**config.mk**
```make
export PLATFORM = sky130hd
export DESIGN_NAME = alu_seq_ctrl
export DESIGN_NICKNAME = d
export VERILOG_FILES = /design/src/rtl/alu_pkg.sv /design/src/rtl/alu_bit_slice.sv /design/src/rtl/alu_seq_ctrl.sv
export SDC_FILE = /design/constraint.sdc
export NUM_CORES = 1
export LEC_CHECK = 0
export CAP_MARGIN = 0
export CORE_MARGIN = 2
export CORE_UTILIZATION = 35
export DETAILED_ROUTE_END_ITERATION = 12
export PLACE_DENSITY = 0.65
export SLEW_MARGIN = 20
export SYNTH_ARGS = -nofsm -noshare
export SYNTH_HDL_FRONTEND = slang
export SYNTH_SLANG_ARGS = --single-unit
```
**constraint.sdc**
```tcl
create_clock -name clk -period 2 [get_ports clk]
set_clock_uncertainty 0.15 [all_clocks]
set_input_delay 0.6 -clock clk [delete_from_list [all_inputs] [get_ports clk]]
set_output_delay 0.6 -clock clk [all_outputs]
set_load 0.02 [all_outputs]
```
**src/rtl/alu_pkg.sv**
```systemverilog
// -----------------------------------------------------------------------------
// alu_pkg
// Shared definitions for the bit-serial ALU datapath blocks:
//   - alu_op_e    : 3-bit opcode encoding
//   - alu_state_e : sequencer FSM state encoding
//   - op_is_sub   : helper, selects carry-in / b inversion for subtraction
// No ports (package).
// -----------------------------------------------------------------------------
package alu_pkg;

   typedef enum logic [2:0] {
      OP_AND  = 3'b000,
      OP_OR   = 3'b001,
      OP_XOR  = 3'b010,
      OP_NOT  = 3'b011,
      OP_ADD  = 3'b100,
      OP_SUB  = 3'b101,
      OP_PASS = 3'b110,
      OP_RSVD = 3'b111
   } alu_op_e;

   typedef enum logic [1:0] {
      ST_IDLE = 2'b00,
      ST_RUN  = 2'b01,
      ST_DONE = 2'b10
   } alu_state_e;

   // Subtraction is a + ~b + 1: b is inverted per bit and the carry starts at 1.
   function automatic logic op_is_sub(input alu_op_e op);
      return (op == OP_SUB);
   endfunction

endpackage

```
**src/rtl/alu_bit_slice.sv**
```systemverilog
// -----------------------------------------------------------------------------
// alu_bit_slice
// One-bit ALU slice used by the bit-serial sequencer.
// Ports:
//   a, b  (in)  current operand bits
//   cin   (in)  carry into this bit
//   op    (in)  opcode (alu_op_e)
//   y     (out) result bit
//   cout  (out) carry out; only meaningful for ADD/SUB, 0 otherwise
// -----------------------------------------------------------------------------
module alu_bit_slice
   import alu_pkg::*;
(
   input  logic    a,
   input  logic    b,
   input  logic    cin,
   input  alu_op_e op,
   output logic    y,
   output logic    cout
);

   logic is_sub_s;
   logic b_eff_s;
   logic and_s;
   logic or_s;
   logic xor_s;
   logic not_s;
   logic prop_s;
   logic gen_s;
   logic prop_c_s;
   logic sum_s;
   logic carry_s;

   assign is_sub_s = op_is_sub(op);

   // Logic functions
   and u_and  (and_s, a, b);
   or  u_or   (or_s,  a, b);
   xor u_xor  (xor_s, a, b);
   not u_not  (not_s, a);

   // Full adder on the (optionally inverted) b operand
   xor u_beff (b_eff_s, b, is_sub_s);
   xor u_prop (prop_s, a, b_eff_s);
   xor u_sum  (sum_s, prop_s, cin);
   and u_gen  (gen_s, a, b_eff_s);
   and u_pc   (prop_c_s, prop_s, cin);
   or  u_co   (carry_s, gen_s, prop_c_s);

   // Opcode output select; non-arithmetic ops force carry to 0
   always_comb begin
      y    = 1'b0;
      cout = 1'b0;
      case (op)
         OP_AND:  begin y = and_s; cout = 1'b0;    end
         OP_OR:   begin y = or_s;  cout = 1'b0;    end
         OP_XOR:  begin y = xor_s; cout = 1'b0;    end
         OP_NOT:  begin y = not_s; cout = 1'b0;    end
         OP_ADD:  begin y = sum_s; cout = carry_s; end
         OP_SUB:  begin y = sum_s; cout = carry_s; end
         OP_PASS: begin y = a;     cout = 1'b0;    end
         default: begin y = 1'b0;  cout = 1'b0;    end
      endcase
   end

endmodule

```
**src/rtl/alu_seq_ctrl.sv**
```systemverilog
// -----------------------------------------------------------------------------
// alu_seq_ctrl
// Bit-serial ALU sequencer: accepts one request, runs alu_bit_slice over the
// operands LSB first (one bit per clock), then holds the result until taken.
// Parameter:
//   WIDTH      operand/result width (2..32)
// Ports:
//   clk        clock, rising edge
//   rst_n      synchronous active-low reset
//   in_valid   request present on op/a/b
//   in_ready   block idle and able to accept (1 only in IDLE)
//   op, a, b   opcode and operands
//   out_valid  result/flags valid (DONE)
//   out_ready  consumer accepts result
//   result     operation result
//   carry_out  final carry for ADD/SUB (SUB: 1 = no borrow), else 0
//   zero       result == 0
// -----------------------------------------------------------------------------
module alu_seq_ctrl
   import alu_pkg::*;
#(
   parameter int WIDTH = 8
)
(
   input  logic             clk,
   input  logic             rst_n,
   input  logic             in_valid,
   output logic             in_ready,
   input  logic [2:0]       op,
   input  logic [WIDTH-1:0] a,
   input  logic [WIDTH-1:0] b,
   output logic             out_valid,
   input  logic             out_ready,
   output logic [WIDTH-1:0] result,
   output logic             carry_out,
   output logic             zero
);

   // Counter is wide enough to hold WIDTH itself, so it never wraps.
   localparam int CNT_W = $clog2(WIDTH + 1);

   alu_state_e       state_q,     state_d;
   alu_op_e          op_q,        op_d;
   logic [WIDTH-1:0] a_q,         a_d;
   logic [WIDTH-1:0] b_q,         b_d;
   logic [WIDTH-1:0] res_q,       res_d;
   logic [CNT_W-1:0] cnt_q,       cnt_d;
   logic             carry_q,     carry_d;
   logic             zero_q,      zero_d;
   logic             out_valid_q, out_valid_d;
   logic             in_ready_q,  in_ready_d;

   logic             y_s;
   logic             cout_s;

   alu_bit_slice u_slice (
      .a    (a_q[0]),
      .b    (b_q[0]),
      .cin  (carry_q),
      .op   (op_q),
      .y    (y_s),
      .cout (cout_s)
   );

   // Next-state and datapath update for the IDLE/RUN/DONE sequencer
   always_comb begin
      state_d     = state_q;
      op_d        = op_q;
      a_d         = a_q;
      b_d         = b_q;
      res_d       = res_q;
      cnt_d       = cnt_q;
      carry_d     = carry_q;
      zero_d      = zero_q;
      out_valid_d = out_valid_q;
      in_ready_d  = in_ready_q;
      case (state_q)
         ST_IDLE: begin
            if (in_valid && in_ready_q) begin
               op_d       = alu_op_e'(op);
               a_d        = a;
               b_d        = b;
               res_d      = '0;
               cnt_d      = '0;
               carry_d    = op_is_sub(alu_op_e'(op));
               in_ready_d = 1'b0;
               state_d    = ST_RUN;
            end else begin
               state_d    = ST_IDLE;
            end
         end
         ST_RUN: begin
            // Result bits enter at the MSB so the LSB-first stream ends aligned.
            res_d   = {y_s, res_q[WIDTH-1:1]};
            a_d     = {1'b0, a_q[WIDTH-1:1]};
            b_d     = {1'b0, b_q[WIDTH-1:1]};
            carry_d = cout_s;
            cnt_d   = cnt_q + {{(CNT_W-1){1'b0}}, 1'b1};
            if (cnt_q == CNT_W'(WIDTH - 1)) begin
               zero_d      = (res_d == '0);
               out_valid_d = 1'b1;
               state_d     = ST_DONE;
            end else begin
               state_d     = ST_RUN;
            end
         end
         ST_DONE: begin
            // Returning to IDLE leaves in_ready low this cycle, so no
            // request can be taken on the same edge as the output handshake.
            if (out_ready) begin
               out_valid_d = 1'b0;
               in_ready_d  = 1'b1;
               state_d     = ST_IDLE;
            end else begin
               state_d     = ST_DONE;
            end
         end
         default: begin
            out_valid_d = 1'b0;
            in_ready_d  = 1'b1;
            state_d     = ST_IDLE;
         end
      endcase
   end

   // State and output registers with synchronous active-low reset
   always_ff @(posedge clk) begin
      if (!rst_n) begin
         state_q     <= ST_IDLE;
         op_q        <= OP_AND;
         a_q         <= '0;
         b_q         <= '0;
         res_q       <= '0;
         cnt_q       <= '0;
         carry_q     <= 1'b0;
         zero_q      <= 1'b1;
         out_valid_q <= 1'b0;
         in_ready_q  <= 1'b1;
      end else begin
         state_q     <= state_d;
         op_q        <= op_d;
         a_q         <= a_d;
         b_q         <= b_d;
         res_q       <= res_d;
         cnt_q       <= cnt_d;
         carry_q     <= carry_d;
         zero_q      <= zero_d;
         out_valid_q <= out_valid_d;
         in_ready_q  <= in_ready_d;
      end
   end

   assign in_ready  = in_ready_q;
   assign out_valid = out_valid_q;
   assign result    = res_q;
   assign carry_out = carry_q;
   assign zero      = zero_q;

endmodule

```
======== After elaboration in Yosys (flattened, before gate mapping) ========
Index checks and enable logic that the tools add are counted.
storage, ports and cells
  memories ................................ 0
  memory bits (read-only) ................. 0
  logic and storage cells ................. 69
  latch bits .............................. 0
  output and inout bits ................... 12
  bits in registers ....................... 37
  memory bits (writable) .................. 0
  bits of input ports ..................... 23
cells by class
  bitwise operators ....................... 12
  shift operators ......................... 0
  $mul .................................... 0
  reductions and logical operators ........ 11
  multiplexer cells ....................... 22
  magnitude comparators ................... 0
  equal/unequal tests ..................... 13
  add/subtract/negate cells ............... 1
  divide/modulo/power cells ............... 0
operator list
  cell                 number
  $pmux 8 s2           3
  $mux 8               3
  $eq 3x3->1 const B   4
  $logic_not 8->1      1
  $pmux 4 s2           1
  $mux 1               7
  $eq 3x2->1 const B   2
  $ne 2x2->1 const B   3
  $pmux 1 s3           2
  $pmux 1 s6           1
  $pmux 2 s3           1
  $reduce_and 2->1     3
  $reduce_and 3->1     2
  $add 4x1->4 const B  1
  $eq 4x3->1 const B   1
  $mux 2               2
  $mux 4               1
  $xor 1x1->1          4
  $and 1x1->1          3
  $eq 3x1->1 const B   1
  $logic_not 3->1      1
  $not 1->1            3
  $eq 2x1->1 const B   1
  $eq 2x2->1 const B   1
  6 further kinds      7

======== Longest topological paths before layout ========
  word-level depth ........................ 7
  mapped depth ............................ 7
  gate-level depth less buffers ........... 7

======== Hierarchy ========
Synthesis repeated with hierarchy kept, for this count alone.
second synthesis, totals
  cells, all modules ...................... 191
  area total of the unflattened synthesis .. 1754.2 um2
modules (own cells, without submodules)
  module         cells each  sequential area each (um2)  area each (um2)  instances
  alu_seq_ctrl   175         740.7                       1622.8           1
  alu_bit_slice  16          0.0                         131.4            1

======== Least setup slack after synthesis ========
Ideal clock, no wire load.
  kind .................................... reg-to-reg
  from .................................... register op_q[1]
  to ...................................... register res_q[7] (netlist: result[7])
  period minus slack after synthesis ...... 2.008 ns
  required time ........................... 1.733 ns
  cell stages (with the launch flop) ...... 8
  path slack .............................. -0.008 ns
  buffers on the path ..................... 0
  setup time .............................. 0.117 ns
  arrival ................................. 1.741 ns
  cells stage by stage .................... dfxtp_1 > nand3b_1 > xnor2_1 > fa_1 > nor2_1 > a21oi_1 > mux2_2 > a32o_2
on the way
  cells in the longest elaborated chain, start to end .. 6
  elaborated cells between the ends (all ways) .. 13
  classes of those cells .................. 6 x eq/ne; 2 x mux; 3 x bitwise; 2 x reduce/logical
RTL lines
  item                    line                                text
  from (decl)             alu_seq_ctrl.sv:43                  alu_op_e op_q, op_d;
  from (signal assigned)  alu_seq_ctrl.sv:141                 op_q <= op_d;
  $eq 3x3->1              alu_pkg.sv:30, alu_bit_slice.sv:54
  $xor 1x1->1             alu_bit_slice.sv:43                 xor u_beff (b_eff_s, b, is_sub_s);
  $xor 1x1->1             alu_bit_slice.sv:44                 xor u_prop (prop_s, a, b_eff_s);
  $xor 1x1->1             alu_bit_slice.sv:45                 xor u_sum (sum_s, prop_s, cin);
  $pmux 1 s6 *            alu_bit_slice.sv:54                 case (op)
  $pmux 8 s2 *            alu_seq_ctrl.sv:77                  case (state_q)
  to (signal assigned)    alu_seq_ctrl.sv:144                 res_q <= res_d;
  to (decl)               alu_seq_ctrl.sv:46                  logic [WIDTH-1:0] res_q, res_d;
Mark *: on every way between the ends. The rest lies on a longest branch, timed or not.
A chain may end at the register's enable or synchronous reset.

======== Worst setup path after layout ========
Ends and elaborated chain as after synthesis.

==> qor.yml <==
core_area_um2: 4444
period_share_pct: 102.2
die_area_um2: 5285
violations: "setup timing"
slew_headroom_pct: 80.84
path_depth: 7
fin_cells: 287
dieHeight_um: 72.70
worstMarginPinSlew_ps: 286.8
synthFlopType: "dfxtp_1"
setup_violations: 2
outcome: "finished with violations"
ys_ff_latch: 37
syn_area_per_cell_um2: 8.647
rsz0062_at_grt: "yes"
clock.fmax_ghz: 0.4894
h-tree-depth: 2
ys_seq_area_share_pct: 44.85
grt_overflow: 0
n_antenna_cell: 0
fin_crit_ps: 2043
rows: 24
place_inst: 279
ys_types: 37
wl_per_cell_um: 13.16
dr.first_iter.drc_count: 73
clkPwrFrac_pct: 37.1
dpl.hpwl_um: 2648
holdPathStages: 2
cap_viol_max_count: 0
io_pins: 35
first_pass_iters: 4
path_buf_inv: 0
antenna_found_initial: 0
cts_made_buffers: 5
finalInstanceArea_um2: 2258
slew_violations: 0
hp-class: "flop to flop"
path_clk_slew_ps: 70
start_util_pct: 37.16
swShare_pct: 24.50
worstPathArrival_ps: 2070
grt_pass1_wl_um: 6451
syn_nets: 218
tritoncts: "yes"
clk_path_buf_depth: 2
synth.cell_area_um2: 1652
hold_violations: 0
cpMaxStageDelayCell: "fa_1"
power_density_nw_per_um2: 789.9
pre_cts_slack_ps: -177.4
seq_area_um2: 742.0
p_int_mw: 1.347
vdd_ir_drop_max_mv: 0.3200
yosysMostFrequentCell: "dfxtp_1"
io_buffers: 34
synthCells: 191
cp_max_fo: 2
yosysTopAreaCell: "dfxtp_1"
max_stage_delay_ps: 430
synth_common_cells: "37 x dfxtp_1, 27 x nor2_1, 26 x nand2_1"
critPathTopFamily: "adder cells"
synthArstFlopShare_pct: 0
grt_max_degree: 28
multi_input_area_um2: 849.6
critical_path_required_ps: 2030
viasPerCell: 5.136
drcViolationCount: 0
gp_congestion: 0.7652
seqPwrFrac_pct: 45.8
comb_power_share_pct: 17.1
post-route-util_pct: 50.82
yosysWarnings: 0
grt_usage_pct: 15.34
synth_edf_count: 0
vias: 1474
clock-root-buffer: "clkbuf_8"
setup_ws_ps: -43.27
clock_latency_ps: 280
crit_path_start_kind: "flop"
placed_area_um2: 2127
p_leak_nw: 0.9459
final_antenna_net_count: 0
synth_top_cell_area_share_pct: 44.85
r2r_cells: 7
path_cells: "nand3b_1 > xnor2_2 > fa_1 > nor2_1 > a21oi_1 > mux2_4 > a32o_2"
synth_area_leaders: "dfxtp_1 45%, nor2_1 6.1%, nand2_1 5.9%"
final_nets: 261
first_global_vias: 1388
crit_type: "flop to flop"
endpoint_kind: "flop"
totalWireLength_um: 3777
final_layout_size_suffix_gt1_share_pct: 14.04
fill_cells: 425
area_growth_pct: 36.74
p_switching_uw: 437.1
clock_sinks: 37
die_x_um: 72.70
## final timing paths
check | from | end | slack [ps]
worst max register to register | op_q[1]$_SDFFE_PN0P_ | result[7]$_SDFFE_PN0P_ | -40
worst min-delay path | out_valid$_SDFFE_PN0P_ | out_valid$_SDFFE_PN0P_ | 310
worst max-delay path | op_q[1]$_SDFFE_PN0P_ | result[7]$_SDFFE_PN0P_ | -40
worst min register to register | out_valid$_SDFFE_PN0P_ | out_valid$_SDFFE_PN0P_ | 310
## power groups by stage
| stage | clock, mW | combinational (mW) | sequential, mW |
|---|---|---|---|
| after CTS | 0.674 | 0.305 | 0.816 |
| after detailed placement | 0 | 0.303 | 0.832 |
| after global placement | 0 | 0.300 | 0.832 |
| final | 0.663 | 0.305 | 0.817 |
| after global routing | 0.710 | 0.343 | 0.822 |
| after floorplan | 0 | 0.167 | 0.834 |
## state kept, by name, summed over array words and instances, names as in the netlist
name	flops
b_q	8
state_q	2
result	8
op_q	3
cnt_q	4
zero	1
in_ready	1
out_valid	1
a_q	8
carry_out	1
## tightest hold or removal path, stage by stage (launching register included)
cell and delay [ps]:
dfxtp_1 310, nand2_1 40, a21boi_0 60
## layout make-up
class                   count  share of cell area, %
multi-input cells         135                  37.62
flip-flops and latches     37                  32.85
repair buffers             50                  20.66
clock buffers               7                  3.823
well taps                  52                  2.881
clock inverters             1                  1.330
inverters                   5                 0.8310
## repair_timing
item                       CTS  global route
resized for setup           10             7
setup endpoints to repair   11             8
setup buffers                0             0
hold buffers                 0             0
pin swaps                    1             1
## cell families (layout without fill, tap and decap cells)
family | after synthesis | after routing | share of synthesized area, %
compound gates | 46 | 46 | 20.99
xor+xnor | 1 | 1 | 0.5304
fa+ha+maj | 4 | 4 | 3.485
buf+inv | 19 | 63 | 4.924
flops | 37 | 37 | 44.85
mux | 2 | 2 | 2.045
simple gates | 82 | 82 | 23.18
## stage by stage
step / total power, mW / hold slack [ps] / setup TNS [ps]
2_1_floorplan: 1.001 / 290.6 / -8.498
3_3_place_gp: 1.132 / 299.5 / -1771
5_1_grt: 1.875 / 342.3 / -312.2
3_5_place_dp: 1.135 / 311.4 / -2078
4_1_cts: 1.795 / 321.4 / -48.39
6_report: 1.784 / 314.8 / -70.42
## layer usage
layer  share of wire, %  track usage, %  routed length [um]  up-vias
li1                   -               -                   -      757
met1                 48           21.54                1809      670
met2                 46           22.83                1732       43
met3                5.2           4.006                 195        4
met4                1.1           5.350                  40        0
met5                  0               0                   0        -
## cells in the final DEF, fill, tap and decap left out, types with 2 or more instances in the layout
cell and instances:
dfxtp_1 36, nand2_1 26, nor2_1 26, clkdlybuf4s50_1 23
buf_4 15, a21boi_0 11, o221ai_1 10, nand3_1 10
dlygate4sd2_1 9, a21boi_1 7, clkbuf_8 6, a21oi_1 5
a22oi_1 5, inv_1 4, o21ai_0 3, ha_1 3
nand3b_1 2, nand2b_1 2, nor2b_1 2, nor3_1 2
and3_1 2, dlymetal6s2s_1 2
Note: power is estimated with default switching activity, not from simulation.
